**src/rtl/int_to_posit_arbiter_if.sv**
```systemverilog
// Handshake bundle between two integer requesters, the shared posit converter and its consumer.
// The slave modport is the converter's view; the master modport is the environment's view.
interface int_to_posit_arbiter_if #(
    parameter int N = 8,
    parameter int P = 16
);
    logic         a_valid;
    logic [N-1:0] a_data;
    logic         a_ready;
    logic         b_valid;
    logic [N-1:0] b_data;
    logic         b_ready;
    logic         out_valid;
    logic [P-1:0] out_posit;
    logic         out_src;
    logic         out_ready;
    logic [15:0]  cnt_a;
    logic [15:0]  cnt_b;

    modport slave (
        input  a_valid, a_data, b_valid, b_data, out_ready,
        output a_ready, b_ready, out_valid, out_posit, out_src, cnt_a, cnt_b
    );

    modport master (
        output a_valid, a_data, b_valid, b_data, out_ready,
        input  a_ready, b_ready, out_valid, out_posit, out_src, cnt_a, cnt_b
    );
endinterface

```
**src/rtl/int_to_posit_arbiter.sv**
```systemverilog
// Round-robin arbiter feeding one shared unsigned-int to posit<P,0> converter through a
// two-stage pipeline (S1 = selected operand, S2 = converted result), with per-source counters.
module int_to_posit_arbiter #(
    parameter int N  = 8,
    parameter int P  = 16,
    parameter int ES = 0
) (
    input  logic                  clk,
    input  logic                  rst,
    int_to_posit_arbiter_if.slave bus
);
    localparam int KW = $clog2(P) + 1;

    if (ES != 0) begin : g_es_check
        $error("int_to_posit_arbiter supports ES = 0 only");
    end

    logic         s1_valid_q;
    logic [N-1:0] s1_data_q;
    logic         s1_src_q;
    logic         out_valid_q;
    logic [P-1:0] out_posit_q;
    logic         out_src_q;
    logic         ptr_q;
    logic [15:0]  cnt_a_q;
    logic [15:0]  cnt_b_q;

    logic advance;
    logic grant_a;
    logic grant_b;

    // The whole pipeline freezes while the consumer refuses a valid result.
    assign advance = !(out_valid_q && !bus.out_ready);
    assign grant_a = !rst && advance && bus.a_valid && (!bus.b_valid || !ptr_q);
    assign grant_b = !rst && advance && bus.b_valid && (!bus.a_valid || ptr_q);

    assign bus.a_ready   = grant_a;
    assign bus.b_ready   = grant_b;
    assign bus.out_valid = out_valid_q;
    assign bus.out_posit = out_posit_q;
    assign bus.out_src   = out_src_q;
    assign bus.cnt_a     = cnt_a_q;
    assign bus.cnt_b     = cnt_b_q;

    logic [KW-1:0] msb_k;
    logic [N-1:0]  x_norm;
    logic [P-2:0]  frac_wide;
    logic [P-2:0]  regime_ones;
    logic [P-2:0]  conv_body;
    logic [P-1:0]  conv_posit;

    // Regime is k+1 ones and a terminating zero; the bits below the leading one of x
    // follow as the fraction, truncated once they run off the end of the word.
    always_comb begin
        msb_k = '0;
        for (int i = 0; i < N; i++) begin
            if (s1_data_q[i]) msb_k = KW'(i);
        end
        x_norm      = s1_data_q << (KW'(N - 1) - msb_k);
        frac_wide   = {x_norm[N-2:0], {(P - N){1'b0}}};
        regime_ones = ~({(P - 1){1'b1}} >> (msb_k + KW'(1)));
        conv_body   = regime_ones | (frac_wide >> (msb_k + KW'(2)));
        conv_posit  = (s1_data_q == '0) ? '0 : {1'b0, conv_body};
    end

    always_ff @(posedge clk) begin
        if (rst) begin
            s1_valid_q  <= 1'b0;
            s1_data_q   <= '0;
            s1_src_q    <= 1'b0;
            out_valid_q <= 1'b0;
            out_posit_q <= '0;
            out_src_q   <= 1'b0;
            ptr_q       <= 1'b0;
            cnt_a_q     <= '0;
            cnt_b_q     <= '0;
        end else begin
            if (advance) begin
                s1_valid_q  <= grant_a || grant_b;
                out_valid_q <= s1_valid_q;
                if (grant_a) begin
                    s1_data_q <= bus.a_data;
                    s1_src_q  <= 1'b0;
                end else if (grant_b) begin
                    s1_data_q <= bus.b_data;
                    s1_src_q  <= 1'b1;
                end
                if (s1_valid_q) begin
                    out_posit_q <= conv_posit;
                    out_src_q   <= s1_src_q;
                end
            end
            if (grant_a) ptr_q <= 1'b1;
            else if (grant_b) ptr_q <= 1'b0;
            if (out_valid_q && bus.out_ready) begin
                if (!out_src_q && cnt_a_q != 16'hFFFF) cnt_a_q <= cnt_a_q + 16'd1;
                if (out_src_q && cnt_b_q != 16'hFFFF) cnt_b_q <= cnt_b_q + 16'd1;
            end
        end
    end
endmodule
```
**src/flat_wrapper.sv**
```systemverilog
// flat-port wrapper written by rule: the top's interface ports become plain ports
module int_to_posit_arbiter_flat 
#(
    parameter int N  = 8,
    parameter int P  = 16,
    parameter int ES = 0
)
  (clk, rst, bus_a_valid, bus_a_data, bus_b_valid, bus_b_data, bus_out_ready, bus_a_ready, bus_b_ready, bus_out_valid, bus_out_posit, bus_out_src, bus_cnt_a, bus_cnt_b);
  int_to_posit_arbiter_if #(.N(N), .P(P)) bus_i ();
  input  logic clk;
  input  logic rst;
  input wire logic [$bits(bus_i.a_valid)-1:0] bus_a_valid;
  input wire logic [$bits(bus_i.a_data)-1:0] bus_a_data;
  input wire logic [$bits(bus_i.b_valid)-1:0] bus_b_valid;
  input wire logic [$bits(bus_i.b_data)-1:0] bus_b_data;
  input wire logic [$bits(bus_i.out_ready)-1:0] bus_out_ready;
  output wire logic [$bits(bus_i.a_ready)-1:0] bus_a_ready;
  output wire logic [$bits(bus_i.b_ready)-1:0] bus_b_ready;
  output wire logic [$bits(bus_i.out_valid)-1:0] bus_out_valid;
  output wire logic [$bits(bus_i.out_posit)-1:0] bus_out_posit;
  output wire logic [$bits(bus_i.out_src)-1:0] bus_out_src;
  output wire logic [$bits(bus_i.cnt_a)-1:0] bus_cnt_a;
  output wire logic [$bits(bus_i.cnt_b)-1:0] bus_cnt_b;
  assign bus_i.a_valid = bus_a_valid;
  assign bus_i.a_data = bus_a_data;
  assign bus_i.b_valid = bus_b_valid;
  assign bus_i.b_data = bus_b_data;
  assign bus_i.out_ready = bus_out_ready;
  assign bus_a_ready = bus_i.a_ready;
  assign bus_b_ready = bus_i.b_ready;
  assign bus_out_valid = bus_i.out_valid;
  assign bus_out_posit = bus_i.out_posit;
  assign bus_out_src = bus_i.out_src;
  assign bus_cnt_a = bus_i.cnt_a;
  assign bus_cnt_b = bus_i.cnt_b;
  int_to_posit_arbiter #(.N(N), .P(P), .ES(ES)) u_core (.clk(clk), .rst(rst), .bus(bus_i));
endmodule
```
**config.mk**
```make
export PLATFORM = sky130hd
export DESIGN_NAME = int_to_posit_arbiter_flat
export DESIGN_NICKNAME = d
export VERILOG_FILES = /design/src/rtl/int_to_posit_arbiter_if.sv /design/src/rtl/int_to_posit_arbiter.sv /design/src/flat_wrapper.sv
export SDC_FILE = /design/constraint.sdc
export NUM_CORES = 1
export LEC_CHECK = 0
export BUFFER_PORTS_ARGS = -buffer_cell sky130_fd_sc_hd__buf_2
export CORE_MARGIN = 2
export CORE_UTILIZATION = 59
export DETAILED_ROUTE_END_ITERATION = 8
export PLACE_DENSITY_LB_ADDON = 0.05
export RECOVER_POWER = 25
export SYNTH_ARGS = -nofsm -noshare
export SYNTH_HDL_FRONTEND = slang
export SYNTH_SLANG_ARGS = --single-unit
export TNS_END_PERCENT = 100
```
**constraint.sdc**
```tcl
create_clock -name clk -period 4.32 [get_ports clk]
set_clock_uncertainty 0.15 [all_clocks]
set_input_delay 0.216 -clock clk [delete_from_list [all_inputs] [get_ports clk]]
set_output_delay 0.216 -clock clk [all_outputs]
set_load 0.03 [all_outputs]
```
# Word level (Yosys, flattened, before mapping)

Index checks and enable logic that the tools add are counted.

Add/sub/neg operators: 5
Equal/unequal tests: 2
Shifts and indexed selects: 3
Mux-type cells: 14
Bitwise gates (word level): 3
Reductions and logical operators: 25

Operators with widths:

| kind                  | number |
|---|---|
| $add 16x1->16 const B | 2 |
| $ne 16x16->1 const B  | 2 |
| $mux 8                | 2 |
| $mux 15               | 1 |
| $not 15->15           | 1 |
| $or 15x15->15         | 1 |
| $shr 15x5->15         | 1 |
| $shr 15x5->15 const A | 1 |
| $mux 3                | 4 |
| $logic_and 1x1->1     | 9 |
| $logic_not 8->1       | 1 |
| $reduce_and 2->1      | 4 |
| $shl 8x5->7           | 1 |
| $logic_not 1->1       | 7 |
| $mux 1                | 5 |
| $add 3x1->4 const B   | 1 |
| $add 3x2->4 const B   | 1 |
| $mux 2                | 2 |
| $sub 3x3->4 const A   | 1 |
| $logic_or 1x1->1      | 3 |
| $reduce_bool 2->1     | 1 |
| $not 1->1             | 1 |

Flip-flop bits (word level): 61
Input port bits: 21
Output and inout port bits: 52
Word-level logic and storage cells: 61

# Depth between registers and ports, before layout

Gate-level depths: netlist of the first run.

Depth in word-level cells: 12
Gate-level depth with buffers: 8
Mapped depth without buffers: 6

# Worst setup path after synthesis of the first run

No wires, ideal clock.

Kind: flip-flop to flip-flop
Start: register u_core.cnt_b_q[6] (netlist: u_core.bus.cnt_b[6])
End: register u_core.cnt_b_q[10] (netlist: u_core.bus.cnt_b[10])
Library setup time: 0.121 ns
Arrival time: 1.837 ns
Required time: 4.049 ns
Setup slack: 2.212 ns
Stages on the path, launching flop included: 8
Buffers on the path: 2
Period minus slack after synthesis: 2.108 ns
Cell sequence: dfxtp_1 > and4_1 > clkbuf_1 > and4_1 > clkbuf_1 > nor3_1 > nand2_1 > mux2_2

Word-level cells in the longest chain between the ends: 3
Elaborated cells on any way between the ends: 4
Classes of those cells: add/sub (1); eq/ne (1); reduce/logical (2)

RTL lines:

| item                                                                  | line                       | text |
|---|---|---|
| start, declared                                                       | int_to_posit_arbiter.sv:26 | `logic [15:0] cnt_b_q;` |
| start signal, assigned                                                | int_to_posit_arbiter.sv:97 | `if (out_src_q && cnt_b_q != 16'hFFFF) cnt_b_q <= cnt_b_q + 16'd1;` |
| parallel branches: the longest is 3 deep, another holds $add 16x1->16 | --                         |  |

Parallel ways; which one is timed is not known.
A chain may end at the register's enable or synchronous reset.

# Final worst setup path of the first run

Start: register u_core.s1_data_q[4]
End: register u_core.out_posit_q[9] (netlist: u_core.bus.out_posit[9])

Word-level cells in the longest chain between the ends: 9
Elaborated cells on any way between the ends: 14
Classes of those cells: add/sub (3); shift (3); mux (5); bitwise (2); reduce/logical (1)

RTL lines:

| item                                                | line                                                   | text |
|---|---|---|
| start, declared                                     | int_to_posit_arbiter.sv:19                             | `logic [N-1:0] s1_data_q;` |
| start signal, assigned                              | int_to_posit_arbiter.sv:82                             | `s1_data_q <= bus.a_data;` |
| start signal, assigned                              | int_to_posit_arbiter.sv:85                             | `s1_data_q <= bus.b_data;` |
| $mux 3 (4 in series)                                | int_to_posit_arbiter.sv:57                             | `if (s1_data_q[i]) msb_k = KW'(i);` |
| $sub 3x3->4 / $add 3x1->4 (equally long branches)   | int_to_posit_arbiter.sv:59, int_to_posit_arbiter.sv:61 |  |
| $shl 8x5->7 / $shr 15x5->15 (equally long branches) | int_to_posit_arbiter.sv:59, int_to_posit_arbiter.sv:61 |  |
| $shr 15x5->15 / $not 15->15 (equally long branches) | int_to_posit_arbiter.sv:62, int_to_posit_arbiter.sv:61 |  |
| $or 15x15->15                                       | int_to_posit_arbiter.sv:62                             | `conv_body = regime_ones \| (frac_wide >> (msb_k + KW'(2)));` |
| $mux 15 *                                           | int_to_posit_arbiter.sv:63                             | `conv_posit = (s1_data_q == '0) ? '0 : {1'b0, conv_body};` |
| end signal, assigned                                | int_to_posit_arbiter.sv:89                             | `out_posit_q <= conv_posit;` |
| end, declared                                       | int_to_posit_arbiter.sv:22                             | `logic [P-1:0] out_posit_q;` |

Every way passes the cells marked *; elsewhere a longest branch is shown, timed or not.

==> results of run 1 <==
power by group:
group | internal, µW | switching (µW)
Combinational | 92.8 | 155
Sequential | 573 | 38.0
Clock | 296 | 220
synth_stat cells, drive strengths merged (6+ instances only):
library cell,count
mux2i,9
nor3,22
o21ai,15
a211oi,18
buf,12
a21oi,13
nor2,65
nand2b,8
dfxtp,60
nand3,18
nor2b,6
nor4,13
xnor2,27
clkbuf,18
nand2,26
state kept, by name, indices dropped and copies added, names as in the netlist:
name and flops:
u_core.bus.out_posit 15, u_core.bus.out_valid 1, u_core.s1_src_q 1, u_core.bus.cnt_b 16, u_core.s1_data_q 8, u_core.ptr_q 1, u_core.bus.cnt_a 16, u_core.s1_valid_q 1
u_core.bus.out_src 1
layout make-up:
class	instances	area (µm²)
multi-input cells	313	1944
inverters	5	18.77
flip-flops and latches	60	1201
fillers	471	1652
clock inverters	4	47.55
clock buffers	12	155.1
well taps	72	90.09
repair buffers	72	330.3
layer usage:
metal  up-vias  track usage, %  routed length [µm]
met2       108           42.99                3796
li1       1577               -                   -
met5         -               0                   0
met4         0           14.39                 200
met3        24           5.341                 394
met1      1469           31.61                3456
stage by stage:
step / cells / util (%)
6_report: 538 / 69.63
3_5_place_dp: 522 / 66.51
2_1_floorplan: 408 / -
5_1_grt: 538 / 69.63
4_1_cts: 538 / 70.23
3_3_place_gp: 522 / 66.51
worst max-delay path, cell delays in order, from the launching register on:
cell and delay [ns]:
dfxtp_1 0.78, nor2b_1 0.17, or4_1 0.63, a221o_1 0.36, a211oi_1 0.21, nor3_1 0.07
path summary, 6_finish.rpt:
| path | from | cells past startpoint | slack (ns) | endpoint |
|---|---|---|---|---|
| hold reg to reg | u_core.bus.out_posit[6] | 2 | 0.31 | u_core.bus.out_posit[6] |
| setup / recovery | u_core.s1_data_q[4] | 5 | 1.80 | u_core.bus.out_posit[9] |
| setup reg to reg | u_core.s1_data_q[4] | 5 | 1.80 | u_core.bus.out_posit[9] |
| hold / removal | bus_a_data[3] | 3 | 0.01 | u_core.s1_data_q[3] |
logic make-up after synthesis:
kind of cell	after synthesis	synth area share, %
and+or+nand+nor	192	29.87
adders and majority gates	2	0.7589
xor gates and xnor gates	29	7.704
buffers and inverters	35	4.592
other	1	0.1137
muxes	12	3.757
DFF	60	36.43
AOI/OAI and AO/OA	77	16.77
==> impl_metrics.tcl, run 1 <==
set metrics [dict create \
    peakVddDrop_v 0.0002698 \
    final_net_count 484 \
    place.gp.congestion 0.9120 \
    avgRoutedWirePerCell_um 14.59 \
    ys_top_cells_by_area "dfxtp_1 36%, nor2_1 7.4%, xnor2_1 7.2%, a211oi_1 3.9%, nor3_1 3.3%" \
    htree_levels 3 \
    viasPerCell 5.907 \
    row_count 27 \
    cts.path.max_buffers 2 \
    area_growth_pct 14.88 \
    grt_pass1_wl_um 12810 \
    cp_max_fo 25 \
    drtIter0Drc 167 \
    end_kind "flip-flop" \
    final_cell_mix "65 x nor2_1, 60 x dfxtp_1, 45 x buf_2" \
    first_global_vias 2851 \
    max-cap-violations 0 \
    synthArstFlopShare_pct 0 \
    status "finished clean" \
    drv_slew 0 \
    min_path_type "input pin to flip-flop" \
    min_period_ns 2.521 \
    pre_cts_ws_ns 1.835 \
    yosysTopAreaCell "dfxtp_1" \
    place_area_um2 3617 \
    cts-root-buf "clkbuf_8" \
    yosys_warnings 0 \
    worst_pin_slew_ns 1.012 \
    drcViolationCount 0 \
    seq_area_frac_synth_pct 36.43 \
    io_buffer_count 71 \
    cts_resized 0 \
    antenna_cells 0 \
    initial_core_util_pct 60.62 \
    synth.distinct_cells 56 \
    maxSlewHeadroom_pct 31.96 \
    ys_ff_latch 60 \
    setup_slack_ns 1.799 \
    max_freq_ghz 0.3967 \
    p_leak_uw 0.001368 \
    vias 3178 \
    wl_um 7847 \
    worstSetupPathType "flip-flop to flip-flop" \
    antenna_found_initial 0 \
    cts.sinks 60 \
    drive_gt1_share_pct 16.31 \
    insertion_delay_ns 0.34 \
    fin_hold_ws_ns 0.01209 \
    power_uw 1375 \
    coreArea_um2 5439 \
    die_h_um 78.75 \
    crit_path_start_kind "flip-flop" \
    numCtsBuffers 9 \
    grt.total_usage_pct 26.01 \
    ant_nets 0 \
    synthCells 408 \
    setup_tns_ns 0 \
    dieArea_um2 6202 \
    syn_area_um2 3297 \
    synth_top_area_share_pct 36.43 \
    grt_max_degree 61 \
    hold_viol_final 0 \
    cts_tree "yes" \
    syn_avg_cell_area_um2 8.081 \
    postLayoutCellArea_um2 3787 \
    ios 73 \
    cts_hold_buf 0 \
    rsz0062_at_grt "false" \
    grt-ovfl-total 0 \
    synth-main-ff-cell "dfxtp_1" \
    fp.dieW_um 78.75 \
    synth_nets 431 \
    synth-edff-count 0 \
    dp_hpwl_um 5450 \
    finalSetupViolations 0 \
    post_cts_buffers 0 \
    finalCritPeriodShare_pct 58.35 \
    arrival_ns 2.57 \
    p_per_area_nw_per_um2 363.0 \
    clk_pin_slew_ns 0.07 \
    required_ns 4.37 \
    dr.pass1.iters 5 \
    final_common_cell "nor2_1" \
]
No activity file was read; power rests on OpenSTA's default activity.
==> inputs of run 2 (changes only) <==
--- a/config.mk
+++ b/config.mk
@@ -5,9 +5,10 @@
 export SDC_FILE = /design/constraint.sdc
 export NUM_CORES = 1
 export LEC_CHECK = 0
+export ABC_AREA = 1
 export BUFFER_PORTS_ARGS = -buffer_cell sky130_fd_sc_hd__buf_2
 export CORE_MARGIN = 2
-export CORE_UTILIZATION = 59
+export CORE_UTILIZATION = 49
 export DETAILED_ROUTE_END_ITERATION = 8
 export PLACE_DENSITY_LB_ADDON = 0.05
 export RECOVER_POWER = 25
==> constraint.sdc (replaced) <==
create_clock -name clk -period 2.05 [get_ports clk]
set_clock_uncertainty 0.15 [all_clocks]
set_input_delay 0.1025 -clock clk [delete_from_list [all_inputs] [get_ports clk]]
set_output_delay 0.1025 -clock clk [all_outputs]
set_load 0.03 [all_outputs]
==> run 2 against run 1 <==
Net effect:
- worst hold slack better by 0.017 ns
- core utilization fell by 5.0 points
- non-clock buffer count grew 30
- sequential power increased by 100%
- clock power is 110% higher
==> impl_metrics.tcl, run 2 <==
set metrics [dict create \
    antenna_found_initial 0 \
    final_net_count 610 \
    cts-root-buf "clkbuf_8" \
    min_to "u_core.s1_data_q[1]" \
    synth_nets 510 \
    drive_gt1_share_pct 21.96 \
    p_leak_uw 0.001756 \
    met1_usage_pct 32.67 \
    setup_tns_ns 0 \
    hold_viol_final 0 \
    synthArstFlopShare_pct 0 \
    finalCritPeriodShare_pct 91.52 \
    insertion_delay_ns 0.33 \
    io_buffer_count 71 \
    cts.path.max_buffers 2 \
    reg2reg_setup_slack_ns 0.17 \
    worst_pin_slew_ns 0.7662 \
    ys_top_cells_by_area "dfxtp_1 37%, nand2_1 14%, a21oi_1 6.6%, nand3_1 6.0%, nor2_1 6.0%" \
    cts.sinks 60 \
    grt_busiest_layer "met2" \
    postLayoutCellArea_um2 4130 \
    viasPerCell 5.169 \
    avgRoutedWirePerCell_um 12.51 \
    synth_common_cells "120 x nand2_1, 60 x dfxtp_1, 52 x nor2_1" \
    dp_hpwl_um 6059 \
    numCtsBuffers 9 \
    yosysTopAreaCell "dfxtp_1" \
    dp.cells 638 \
    coreArea_um2 6386 \
    yosys_warnings 0 \
    reg2reg_to "u_core.bus.cnt_b[7]" \
    ant_nets 0 \
    maxSlewHeadroom_pct 48.86 \
    peakVddDrop_v 0.0005381 \
    cp.buffers_inverters 1 \
    end_kind "flip-flop" \
    drv_slew 0 \
    groute.layer.met3.usage_pct 4.620 \
    slowest_stage "dfxtp_1" \
    cp_cell_sequence "ha_1 > nand3_1 > nor2_1 > nand3_2 > nand3_4 > nor3_4 > nand2_2 > nor2_4 > buf_4 > nand3_1 > nand2_1 > nor2_1" \
    min_period_ns 1.876 \
    grt_max_degree 26 \
    place_area_um2 3770 \
    synth-edff-count 0 \
    antenna_cells 0 \
    die_h_um 85.56 \
    arrival_ns 1.96 \
    clk_pin_slew_ns 0.07 \
    area_growth_pct 26.72 \
    grt.total_usage_pct 23.37 \
    hold_path_depth 5 \
    crit_family "simple AND/OR/NAND/NOR gates" \
    final_common_cell "nand2_1" \
    dr.pass1.iters 5 \
    yosysMostFrequentCell "nand2_1" \
    power_uw 2937 \
    initial_core_util_pct 51.04 \
    place.gp.congestion 0.9244 \
    synth_top_area_share_pct 36.85 \
    crit_path_start_kind "flip-flop" \
    ios 73 \
    final_cell_mix "120 x nand2_1, 59 x dfxtp_1, 51 x nor2_1" \
    drcViolationCount 0 \
    rsz0062_at_grt "false" \
    critPathMaxStageDelay_ns 0.34 \
    grt-ovfl-total 0 \
    finalSetupViolations 0 \
    drtIter0Drc 153 \
    vias 3458 \
    row_count 29 \
    status "finished clean" \
    fp.dieW_um 85.56 \
    syn_area_um2 3259 \
    ys_ff_latch 60 \
    rr_startpoint "u_core.bus.cnt_b[1]" \
    min_path_type "input pin to flip-flop" \
    max_freq_ghz 0.5330 \
    dieArea_um2 7321 \
    seq_area_frac_synth_pct 36.85 \
    first_global_vias 3131 \
    syn_avg_cell_area_um2 6.693 \
    htree_levels 3 \
    required_ns 2.13 \
    grt_pass1_wl_um 13990 \
    worst-r2r-cell-count 12 \
    synthCells 487 \
    synth-main-ff-cell "dfxtp_1" \
    max-cap-violations 0 \
    final-instance-count-excl-fill 669 \
    cts_tree "yes" \
    cp_max_fo 5 \
    fin_hold_ws_ns 0.02942 \
    wl_um 8372 \
    synth.distinct_cells 37 \
    nFillCells 593 \
    use_met2_pct 36.22 \
    worstSetupPathType "flip-flop to flip-flop" \
    hp-start "bus_a_data[1]" \
    p_per_area_nw_per_um2 711.1 \
]
## run 2: changes by cell type in the layout (fill, tap and decap cells not counted), moves of 14 or more
cell,previous run,this run
xnor2_1,27,2
nand3_1,18,39
nor3_1,22,7
nand2_1,26,120
a211oi_1,17,0
a21oi_1,13,43
inv_1,5,44
nor2_1,65,51
buf_4,1,21
## run 2: cell type report
type / instances / area [µm²] / share of cell area, %
clock inverters: 4 / 47.55 / 1.151
inverters: 54 / 205.2 / 4.968
clock buffers: 12 / 155.1 / 3.756
well taps: 77 / 96.34 / 2.333
repair buffers: 102 / 580.6 / 14.06
flip-flops and latches: 60 / 1202 / 29.11
multi-input cells: 360 / 1843 / 44.62
## run 2: kinds of logic (layout without fill, tap and decap cells)
kind of cell    after synthesis  in the layout  share of synthesized area (%)
compound gates               86             86                          14.40
xor+xnor                      5              5                          1.344
fa+ha+maj                     2              2                         0.7676
buf+inv                      67            172                          8.330
flops                        60             60                          36.85
other cells                   1              1                         0.1151
simple gates                266            266                          38.20
## run 2: timing repair
| action | CTS | global route |
|---|---|---|
| hold endpoints to repair | 10 | 0 |
| hold buffers | 10 | 0 |
| endpoints found under the setup margin | 0 | 16 |
| resized for setup | 0 | 11 |
| buffers inserted | 0 | 5 |
## run 2: worst max-delay path by stage
stage	start	endpoint	depth (start not counted)	slack, ns
2_1_floorplan	u_core.bus.out_valid	u_core.s1_data_q[7]	10	0.1
3_3_place_gp	u_core.bus.cnt_b[1]	u_core.bus.cnt_b[11]	11	0.14
3_5_place_dp	u_core.bus.cnt_a[1]	u_core.bus.cnt_a[11]	9	0.09
4_1_cts	u_core.bus.cnt_a[1]	u_core.bus.cnt_a[11]	9	0.07
5_1_grt	u_core.bus.cnt_b[1]	u_core.bus.cnt_b[7]	12	0.002
6_report	u_core.bus.cnt_b[1]	u_core.bus.cnt_b[7]	12	0.17
## run 2: worst min-delay path, delay by kind of cell
| kind | cells | cell delay (ns) |
|---|---|---|
| AO/OA/AOI/OAI | 2 | 0.13 |
| buffers and inverters | 1 | 0.10 |
| AND/OR/NAND/NOR | 2 | 0.14 |
## run 2: layer usage
layer | share of wire [%] | wire length [µm] | vias to the layer above
li1 | - | - | 1798
met1 | 49 | 4139 | 1548
met2 | 44 | 3652 | 102
met3 | 5.7 | 480 | 10
met4 | 1.2 | 99 | 0
met5 | 0 | 0 | -
## run 2: per-stage QoR
stage | utilization (%) | setup WS [ns]
2_1_floorplan | - | 0.09841
3_3_place_gp | 59.03 | 0.1406
3_5_place_dp | 59.03 | 0.09434
4_1_cts | 63.77 | 0.07464
5_1_grt | 64.67 | 0.002488
6_report | 64.67 | 0.1738
## run 2: where the power goes
group          switching, µW  total [µW]  leakage (µW)  internal (µW)
logic                    414         609       0.00117            194
registers               33.5        1240      0.000487           1210
clock network            464        1090      0.000102            624
